<file path="src/rtl/sdrd_rgbpack_if.sv">
// Byte-stream input and frame-buffer write port of the BMP pixel packer.
// The packer sits on the slave side; the byte source / frame buffer on the master side.
interface sdrd_rgbpack_if #(
    parameter int ADR_W = 17
);
    logic             START;
    logic             RGBWR;
    logic [7:0]       RGBDATA;
    logic             BUSY;
    logic             FB_WE;
    logic [ADR_W-1:0] FB_ADR;
    logic [15:0]      FB_DATA;
    logic             DONE;

    modport master (
        output START, RGBWR, RGBDATA,
        input  BUSY, FB_WE, FB_ADR, FB_DATA, DONE
    );

    modport slave (
        input  START, RGBWR, RGBDATA,
        output BUSY, FB_WE, FB_ADR, FB_DATA, DONE
    );
endinterface

</file>
<file path="src/rtl/sdrd_rgbpack.sv">
// BMP byte stream to RGB565 frame-buffer writer: skips the header, packs B,G,R
// triplets, drops row padding and flips the bottom-up row order to top-down.
module sdrd_rgbpack #(
    parameter int WIDTH     = 320,
    parameter int HEIGHT    = 240,
    parameter int HDR_BYTES = 54,
    parameter int ADR_W     = 17
) (
    input  logic          CLK,
    input  logic          RST_X,
    sdrd_rgbpack_if.slave bus
);

    localparam int PAD_N = (4 - ((WIDTH * 3) % 4)) % 4;
    localparam int COL_W = $clog2(WIDTH + 1);
    localparam int ROW_W = $clog2(HEIGHT + 1);
    localparam int HDR_W = (HDR_BYTES > 0) ? $clog2(HDR_BYTES + 1) : 1;

    localparam logic [COL_W-1:0] COL_LAST = COL_W'(WIDTH - 1);
    localparam logic [ROW_W-1:0] ROW_LAST = ROW_W'(HEIGHT - 1);
    localparam logic [HDR_W-1:0] HDR_LAST = (HDR_BYTES > 0) ? HDR_W'(HDR_BYTES - 1) : '0;
    localparam logic [1:0]       PAD_LAST = (PAD_N > 0) ? 2'(PAD_N - 1) : 2'd0;
    localparam logic [ADR_W-1:0] BASE_TOP = ADR_W'((HEIGHT - 1) * WIDTH);
    localparam logic [ADR_W-1:0] ROW_STEP = ADR_W'(WIDTH);

    typedef enum logic [2:0] {
        S_IDLE,
        S_HDR,
        S_PIX,
        S_PAD,
        S_FIN
    } state_t;

    state_t           state, state_nxt;
    logic [HDR_W-1:0] hdr_cnt, hdr_cnt_nxt;
    logic [COL_W-1:0] col, col_nxt;
    logic [ROW_W-1:0] row, row_nxt;
    logic [1:0]       pad_cnt, pad_cnt_nxt;
    logic [1:0]       lane, lane_nxt;
    logic [ADR_W-1:0] row_base, row_base_nxt;
    logic [7:0]       b_p0, b_p0_nxt;
    logic [7:0]       g_p0, g_p0_nxt;
    logic             vld_p1, vld_p1_nxt;
    logic [ADR_W-1:0] adr_p1, adr_p1_nxt;
    logic [15:0]      data_p1, data_p1_nxt;
    logic             busy, busy_nxt;
    logic             done_p1, done_p1_nxt;
    logic             row_step;

    function automatic logic [15:0] to_rgb565(input logic [7:0] r, input logic [7:0] g,
                                              input logic [7:0] b);
        return {r[7:3], g[7:2], b[7:3]};
    endfunction

    always_comb begin
        state_nxt    = state;
        hdr_cnt_nxt  = hdr_cnt;
        col_nxt      = col;
        row_nxt      = row;
        pad_cnt_nxt  = pad_cnt;
        lane_nxt     = lane;
        row_base_nxt = row_base;
        b_p0_nxt     = b_p0;
        g_p0_nxt     = g_p0;
        vld_p1_nxt   = 1'b0;
        adr_p1_nxt   = adr_p1;
        data_p1_nxt  = data_p1;
        busy_nxt     = busy;
        done_p1_nxt  = 1'b0;
        row_step     = 1'b0;

        // START aborts anything in flight and swallows a coincident byte
        if (bus.START) begin
            state_nxt    = (HDR_BYTES == 0) ? S_PIX : S_HDR;
            hdr_cnt_nxt  = '0;
            col_nxt      = '0;
            row_nxt      = '0;
            pad_cnt_nxt  = '0;
            lane_nxt     = '0;
            row_base_nxt = BASE_TOP;
            busy_nxt     = 1'b1;
        end else begin
            case (state)
                S_IDLE: ;
                S_HDR: begin
                    if (bus.RGBWR) begin
                        hdr_cnt_nxt = hdr_cnt + 1'b1;
                        if (hdr_cnt == HDR_LAST) state_nxt = S_PIX;
                    end
                end
                S_PIX: begin
                    if (bus.RGBWR) begin
                        case (lane)
                            2'd0: begin
                                b_p0_nxt = bus.RGBDATA;
                                lane_nxt = 2'd1;
                            end
                            2'd1: begin
                                g_p0_nxt = bus.RGBDATA;
                                lane_nxt = 2'd2;
                            end
                            default: begin
                                vld_p1_nxt  = 1'b1;
                                adr_p1_nxt  = row_base + ADR_W'(col);
                                data_p1_nxt = to_rgb565(bus.RGBDATA, g_p0, b_p0);
                                lane_nxt    = 2'd0;
                                if (col == COL_LAST) begin
                                    col_nxt = '0;
                                    if (PAD_N != 0) begin
                                        state_nxt   = S_PAD;
                                        pad_cnt_nxt = '0;
                                    end else begin
                                        row_step = 1'b1;
                                    end
                                end else begin
                                    col_nxt = col + 1'b1;
                                end
                            end
                        endcase
                    end
                end
                S_PAD: begin
                    if (bus.RGBWR) begin
                        if (pad_cnt == PAD_LAST) row_step = 1'b1;
                        else                     pad_cnt_nxt = pad_cnt + 1'b1;
                    end
                end
                S_FIN: begin
                    state_nxt   = S_IDLE;
                    done_p1_nxt = 1'b1;
                    busy_nxt    = 1'b0;
                end
                default: state_nxt = S_IDLE;
            endcase

            // Rows arrive bottom-up, so the write base walks down one row at a time
            if (row_step) begin
                if (row == ROW_LAST) begin
                    state_nxt = S_FIN;
                end else begin
                    row_nxt      = row + 1'b1;
                    row_base_nxt = row_base - ROW_STEP;
                    state_nxt    = S_PIX;
                end
            end
        end
    end

    always_ff @(posedge CLK) begin
        if (!RST_X) begin
            state    <= S_IDLE;
            hdr_cnt  <= '0;
            col      <= '0;
            row      <= '0;
            pad_cnt  <= '0;
            lane     <= '0;
            row_base <= '0;
            b_p0     <= '0;
            g_p0     <= '0;
            vld_p1   <= 1'b0;
            adr_p1   <= '0;
            data_p1  <= '0;
            busy     <= 1'b0;
            done_p1  <= 1'b0;
        end else begin
            state    <= state_nxt;
            hdr_cnt  <= hdr_cnt_nxt;
            col      <= col_nxt;
            row      <= row_nxt;
            pad_cnt  <= pad_cnt_nxt;
            lane     <= lane_nxt;
            row_base <= row_base_nxt;
            b_p0     <= b_p0_nxt;
            g_p0     <= g_p0_nxt;
            vld_p1   <= vld_p1_nxt;
            adr_p1   <= adr_p1_nxt;
            data_p1  <= data_p1_nxt;
            busy     <= busy_nxt;
            done_p1  <= done_p1_nxt;
        end
    end

    assign bus.BUSY    = busy;
    assign bus.FB_WE   = vld_p1;
    assign bus.FB_ADR  = adr_p1;
    assign bus.FB_DATA = data_p1;
    assign bus.DONE    = done_p1;

endmodule

</file>
<file path="src/flat_wrapper.sv">
// flat-port wrapper written by rule: the top's interface ports become plain ports
module sdrd_rgbpack_flat 
#(
    parameter int WIDTH     = 320,
    parameter int HEIGHT    = 240,
    parameter int HDR_BYTES = 54,
    parameter int ADR_W     = 17
)
  (CLK, RST_X, bus_START, bus_RGBWR, bus_RGBDATA, bus_BUSY, bus_FB_WE, bus_FB_ADR, bus_FB_DATA, bus_DONE);
  sdrd_rgbpack_if #(.ADR_W(ADR_W)) bus_i ();
  input  logic CLK;
  input  logic RST_X;
  input wire logic [$bits(bus_i.START)-1:0] bus_START;
  input wire logic [$bits(bus_i.RGBWR)-1:0] bus_RGBWR;
  input wire logic [$bits(bus_i.RGBDATA)-1:0] bus_RGBDATA;
  output wire logic [$bits(bus_i.BUSY)-1:0] bus_BUSY;
  output wire logic [$bits(bus_i.FB_WE)-1:0] bus_FB_WE;
  output wire logic [$bits(bus_i.FB_ADR)-1:0] bus_FB_ADR;
  output wire logic [$bits(bus_i.FB_DATA)-1:0] bus_FB_DATA;
  output wire logic [$bits(bus_i.DONE)-1:0] bus_DONE;
  assign bus_i.START = bus_START;
  assign bus_i.RGBWR = bus_RGBWR;
  assign bus_i.RGBDATA = bus_RGBDATA;
  assign bus_BUSY = bus_i.BUSY;
  assign bus_FB_WE = bus_i.FB_WE;
  assign bus_FB_ADR = bus_i.FB_ADR;
  assign bus_FB_DATA = bus_i.FB_DATA;
  assign bus_DONE = bus_i.DONE;
  sdrd_rgbpack #(.WIDTH(WIDTH), .HEIGHT(HEIGHT), .HDR_BYTES(HDR_BYTES), .ADR_W(ADR_W)) u_core (.CLK(CLK), .RST_X(RST_X), .bus(bus_i));
endmodule
</file>
<file path="config.mk">
export PLATFORM = sky130hd
export DESIGN_NAME = sdrd_rgbpack_flat
export DESIGN_NICKNAME = d
export VERILOG_FILES = /design/src/rtl/sdrd_rgbpack_if.sv /design/src/rtl/sdrd_rgbpack.sv /design/src/flat_wrapper.sv
export SDC_FILE = /design/constraint.sdc
export NUM_CORES = 1
export LEC_CHECK = 0
export BUFFER_PORTS_ARGS = -buffer_cell sky130_fd_sc_hd__buf_2
export CELL_PAD_IN_SITES_DETAIL_PLACEMENT = 1
export CELL_PAD_IN_SITES_GLOBAL_PLACEMENT = 1
export CORE_MARGIN = 2
export CORE_UTILIZATION = 39
export DETAILED_ROUTE_END_ITERATION = 16
export GPL_TIMING_DRIVEN = 0
export PLACE_DENSITY = 0.77
export SYNTH_ARGS = -nofsm -noshare
export SYNTH_HDL_FRONTEND = slang
export SYNTH_SLANG_ARGS = --single-unit
</file>
<file path="constraint.sdc">
create_clock -name CLK -period 2.1 [get_ports CLK]
set_clock_uncertainty 0.2 [all_clocks]
set_input_delay 0 -clock CLK [delete_from_list [all_inputs] [get_ports CLK]]
set_output_delay 0 -clock CLK [all_outputs]
set_load 0.005 [all_outputs]
</file>
### Yosys cells after proc, flatten, opt, wreduce, memory -nomap -nowiden

Cells that the tools add are included.

| storage, ports and cells | value |
|---|---|
| output and inout port bits | 36 |
| register bits | 99 |

| operators by class | value |
|---|---|
| bitwise logic cells | 7 |
| eq/ne operators | 15 |
| multiplexer cells | 22 |
| reductions and logical operators | 20 |
| $add $sub $neg | 6 |

Operator list:

| kind | number |
|---|---|
| 2-to-1 mux 17 bit | 3 |
| adder 17 x 9 -> 17 bit | 1 |
| subtractor 17 x 9 -> 17 bit (second input constant) | 1 |
| 2-to-1 mux 3 bit | 4 |
| AND reduction 3 bit | 4 |
| AND reduction 4 bit | 3 |
| 2-to-1 mux 1 bit | 11 |
| adder 9 x 1 -> 9 bit (second input constant) | 1 |
| == test 9 bit (second input constant) | 1 |
| 2-to-1 mux 9 bit | 1 |
| adder 8 x 1 -> 8 bit (second input constant) | 1 |
| == test 8 bit (second input constant) | 1 |
| AND reduction 2 bit | 4 |
| NOT 1 bit | 7 |
| adder 6 x 1 -> 6 bit (second input constant) | 1 |
| == test 3 x 2 -> 1 bit (second input constant) | 2 |
| == test 6 bit (second input constant) | 1 |
| != test 3 x 1 -> 1 bit (second input constant) | 2 |
| one-hot mux 3 bit (2 select lines) | 1 |
| zero test 2 bit | 2 |
| != test 4 x 2 -> 1 bit (second input constant) | 1 |
| != test 4 x 3 -> 1 bit (second input constant) | 1 |
| one-hot mux 2 bit (2 select lines) | 1 |
| nonzero test 2 bit | 2 |
| other kinds (12) | 13 |

### Logic depth before layout (Yosys ltp)

| logic depth | value |
|---|---|
| depth after elaboration | 8 |
| depth in mapped cells | 8 |
| depth with buffers taken out | 7 |

### Worst setup path before layout

Ideal clock, no wire load.

| timing path | value |
|---|---|
| path kind | reg-to-reg |
| start | reg u_core.row[0] |
| end | reg u_core.row_base[15] |
| slack | -0.002 ns |
| setup time | 0.070 ns |
| required time | 1.830 ns |
| arrival | 1.831 ns |
| stages on the path, launching flop included | 8 |
| path through | dfxtp_1 ha_1 and3_1 clkbuf_1 a2111oi_4 o211ai_2 or4_1 a21oi_1 |

| on the way | value |
|---|---|
| cells in the longest elaborated chain, start to end | 3 |

RTL lines:

| element | RTL line | source |
|---|---|---|
| start, declared | sdrd_rgbpack.sv:37 | `logic [ROW_W-1:0] row, row_nxt;` |
| start signal, assigned | sdrd_rgbpack.sv:169 | `row <= row_nxt;` |
| == test 8 bit | sdrd_rgbpack.sv:138 | `if (row == ROW_LAST) begin` |
| NOT 1 bit (no line) | n/a |  |
| AND reduction 2 bit (no line) | n/a |  |
| end signal, assigned | sdrd_rgbpack.sv:172 | `row_base <= row_base_nxt;` |
| end, declared | sdrd_rgbpack.sv:40 | `logic [ADR_W-1:0] row_base, row_base_nxt;` |

Every way passes these cells.
A chain may end at the register's enable or synchronous reset.

### Worst setup path in the final report

Same ends and word-level chain as after synthesis.

==> metrics <==
max_slew headroom 54.2%; routed length on met3 295 um; final layout net count 537; Slew Limit Fails 0; DR vias 3355; ANT nets after route 0; Core ar. 9680 um2; Area Growth Syn to Fin 23.5%; FMAX 486 MHz; Critical Path Start Type register; DR WL/cell 15.8 um; CP required 2.20 ns; Worst setup EP type register; routed wl met2 4.96 mm; status complete, but fails checks; DR pass1 iterations 4; share of cells above drive strength 1 21.9%; asr flop ratio synth 0%; most common flop cell mapped by yosys dfxtp_1; Initial Util 39.7%; root buffer cell clkbuf_8; Pwr Density 665 nW/um2; Max Buffers Root-to-Sink 2; largest cells by area after synthesis dfxtp_1 (46%), nand2_1 (6.3%), nor2_1 (6.0%), xor2_1 (5.7%), a21oi_1 (5.2%); Metal-1 WL 4.92 mm; max-capacitance violation count 0; H-Tree Depth 3; area of the multi-input gates 2020 um2; final wirelength 10.3 mm; Crit path arrival time 2.16 ns; maximum vdd ir drop 0.297 mV; slew at the pin with the worst max-slew slack 0.687 ns; total CTS buffers 9; Die Y 103 um; worst hold slack -0.0532 ns; Die Width 103 um; final setup fails 0; clk slew on worst S/H paths 0.09 ns; placed cell count 616; synthesized area per cell 8.77 um2; EDFF count, synth 0; Final Hold Fails 5; Sum Neg Setup Slack 0 ns; CTS tree yes; Setup CP Type register to register; sequential fraction of the synthesis area 45.8%; top sig layer met4; Ant. Diodes 0; minimum clock period 2.06 ns; row count 36; Pleak 1.77 nW; post-synth top area share 45.8%; # IOs 48; worst hold-check path type input pin to register; Syn Inst Count 439; grt ovf 0; Mapped Nets 461; setup ws final 0.0437 ns; Tot GR Track Use 19.9%; area of the mapped netlist 3850 um2; largest net degree at the start of global routing 16; fin crit share 97.9%; most frequent cells in the layout dfxtp_1 (76), nand2_1 (65), nor2_1 (61), buf_2 (46), a21oi_1 (38); Synth warnings 0; worst-path maximum fanout 5; unrepaired setup endpoints after global routing true; failing checks negative hold slack; Post-DP HPWL 6.99 mm; distinct cell type count after synthesis 44; via/cell ratio 5.14; Yosys top cell by area dfxtp_1; clock sinks 88; Seq cells post-synth 88; port buffer count 44; first-pass GRT wire length 16.4 mm; pre-CTS WS -0.261 ns; vias in the first global route 3367; First DRT Iteration DRCs 109; Placer Congestion 0.783; # fillers 1177; number of standard cells in the final layout excluding fillers 653; Clock Latency Late Sink 0.37 ns; Residual DRC 0; most common cell after layout, fill and taps aside dfxtp_1; DIE AREA 10700 um2; initial antenna violation count 0; register area 1780 um2
==> final cells by class <==
class	instances	share of cell area (%)
multi-input combinational	315	42.4
sequential	88	37.5
timing repair buffer	66	8.71
tap	133	3.50
clock buffer	10	2.68
buffer	24	2.42
clock inverter	6	1.95
inverter	11	0.868
==> cell usage after synthesis, drive strengths merged, types with 9 or more instances <==
| library cell | number |
|---|---|
| a21oi | 40 |
| mux2i | 13 |
| nor2 | 62 |
| xor2 | 25 |
| dfxtp | 88 |
| nand2 | 65 |
| ha | 9 |
| inv | 11 |
| o21ai | 9 |
| nor3 | 11 |
| xnor2 | 10 |
| clkbuf | 19 |
==> sequential cells by signal, summed over array words and instances (netlist names) <==
name and cells:
u_core.bus.DONE 1, u_core.state 3, u_core.row_base 11, u_core.bus.FB_WE 1, u_core.col 9, u_core.bus.BUSY 1
u_core.g_p0 6, u_core.hdr_cnt 6, u_core.lane 2, u_core.bus.FB_ADR 17, u_core.pad_cnt 2, u_core.row 8
u_core.bus.FB_DATA 16, u_core.b_p0 5
==> worst max-delay path, stage by stage (launching register included) <==
cell and delay, ns:
dfxtp_1 0.34, ha_1 0.21, and3_4 0.21, a2111oi_4 0.33, o211ai_2 0.14, or4_1 0.44, a21oi_2 0.12
==> path summary, 6_finish.rpt <==
| path | from | slack [ns] | to | cells past startpoint |
|---|---|---|---|---|
| worst min register to register | u_core.bus.FB_ADR[5] | 0.26 | u_core.bus.FB_ADR[5] | 2 |
| worst max register to register | u_core.row[0] | 0.04 | u_core.row_base[15] | 6 |
| worst max-delay path | u_core.row[0] | 0.04 | u_core.row_base[15] | 6 |
| worst min-delay path | bus_START | -0.05 | u_core.row_base[16] | 3 |
==> power by group <==
part	switching, mW	internal [mW]
sequential	0.0105	1.68
clock	0.657	0.677
combinational	0.0911	0.0513
total	0.758	2.41
==> through the flow <==
step	cell area (um2)	util [%]	power, mW
after floorplan	3850	-	1.80
after global placement	4240	43.7	1.85
after detailed placement	4240	43.7	1.85
after CTS	4650	48.1	3.17
after global routing	4750	49.1	3.25
final	4750	49.1	3.16
==> logic make-up (layout without fill, tap and decap cells) <==
| group | count (synthesis) | count (layout) | synth area share, % |
|---|---|---|---|
| adders and majority gates | 10 | 10 | 3.45 |
| AOI/OAI and AO/OA | 83 | 83 | 14.0 |
| muxes | 13 | 13 | 3.38 |
| buffers and inverters | 36 | 117 | 3.71 |
| xor gates and xnor gates | 35 | 35 | 7.96 |
| and+or+nand+nor | 174 | 174 | 21.7 |
| DFF | 88 | 88 | 45.8 |
==> per-layer routing <==
layer	GRT usage [%]	vias to the layer above
met4	7.49	0
met5	0	-
met1	26.4	1642
met2	32.2	44
li1	-	1654
met3	3.97	15
==> timing repair <==
action / CTS / global route
setup buffers: 8 / 4
gates resized for setup: 18 / 32
endpoints found under the setup margin: 38 / 65
pin swaps: 7 / 6
hold buffers: 9 / 1
endpoints found under the hold margin: 25 / 3
Power figures use the tool's default switching activity.
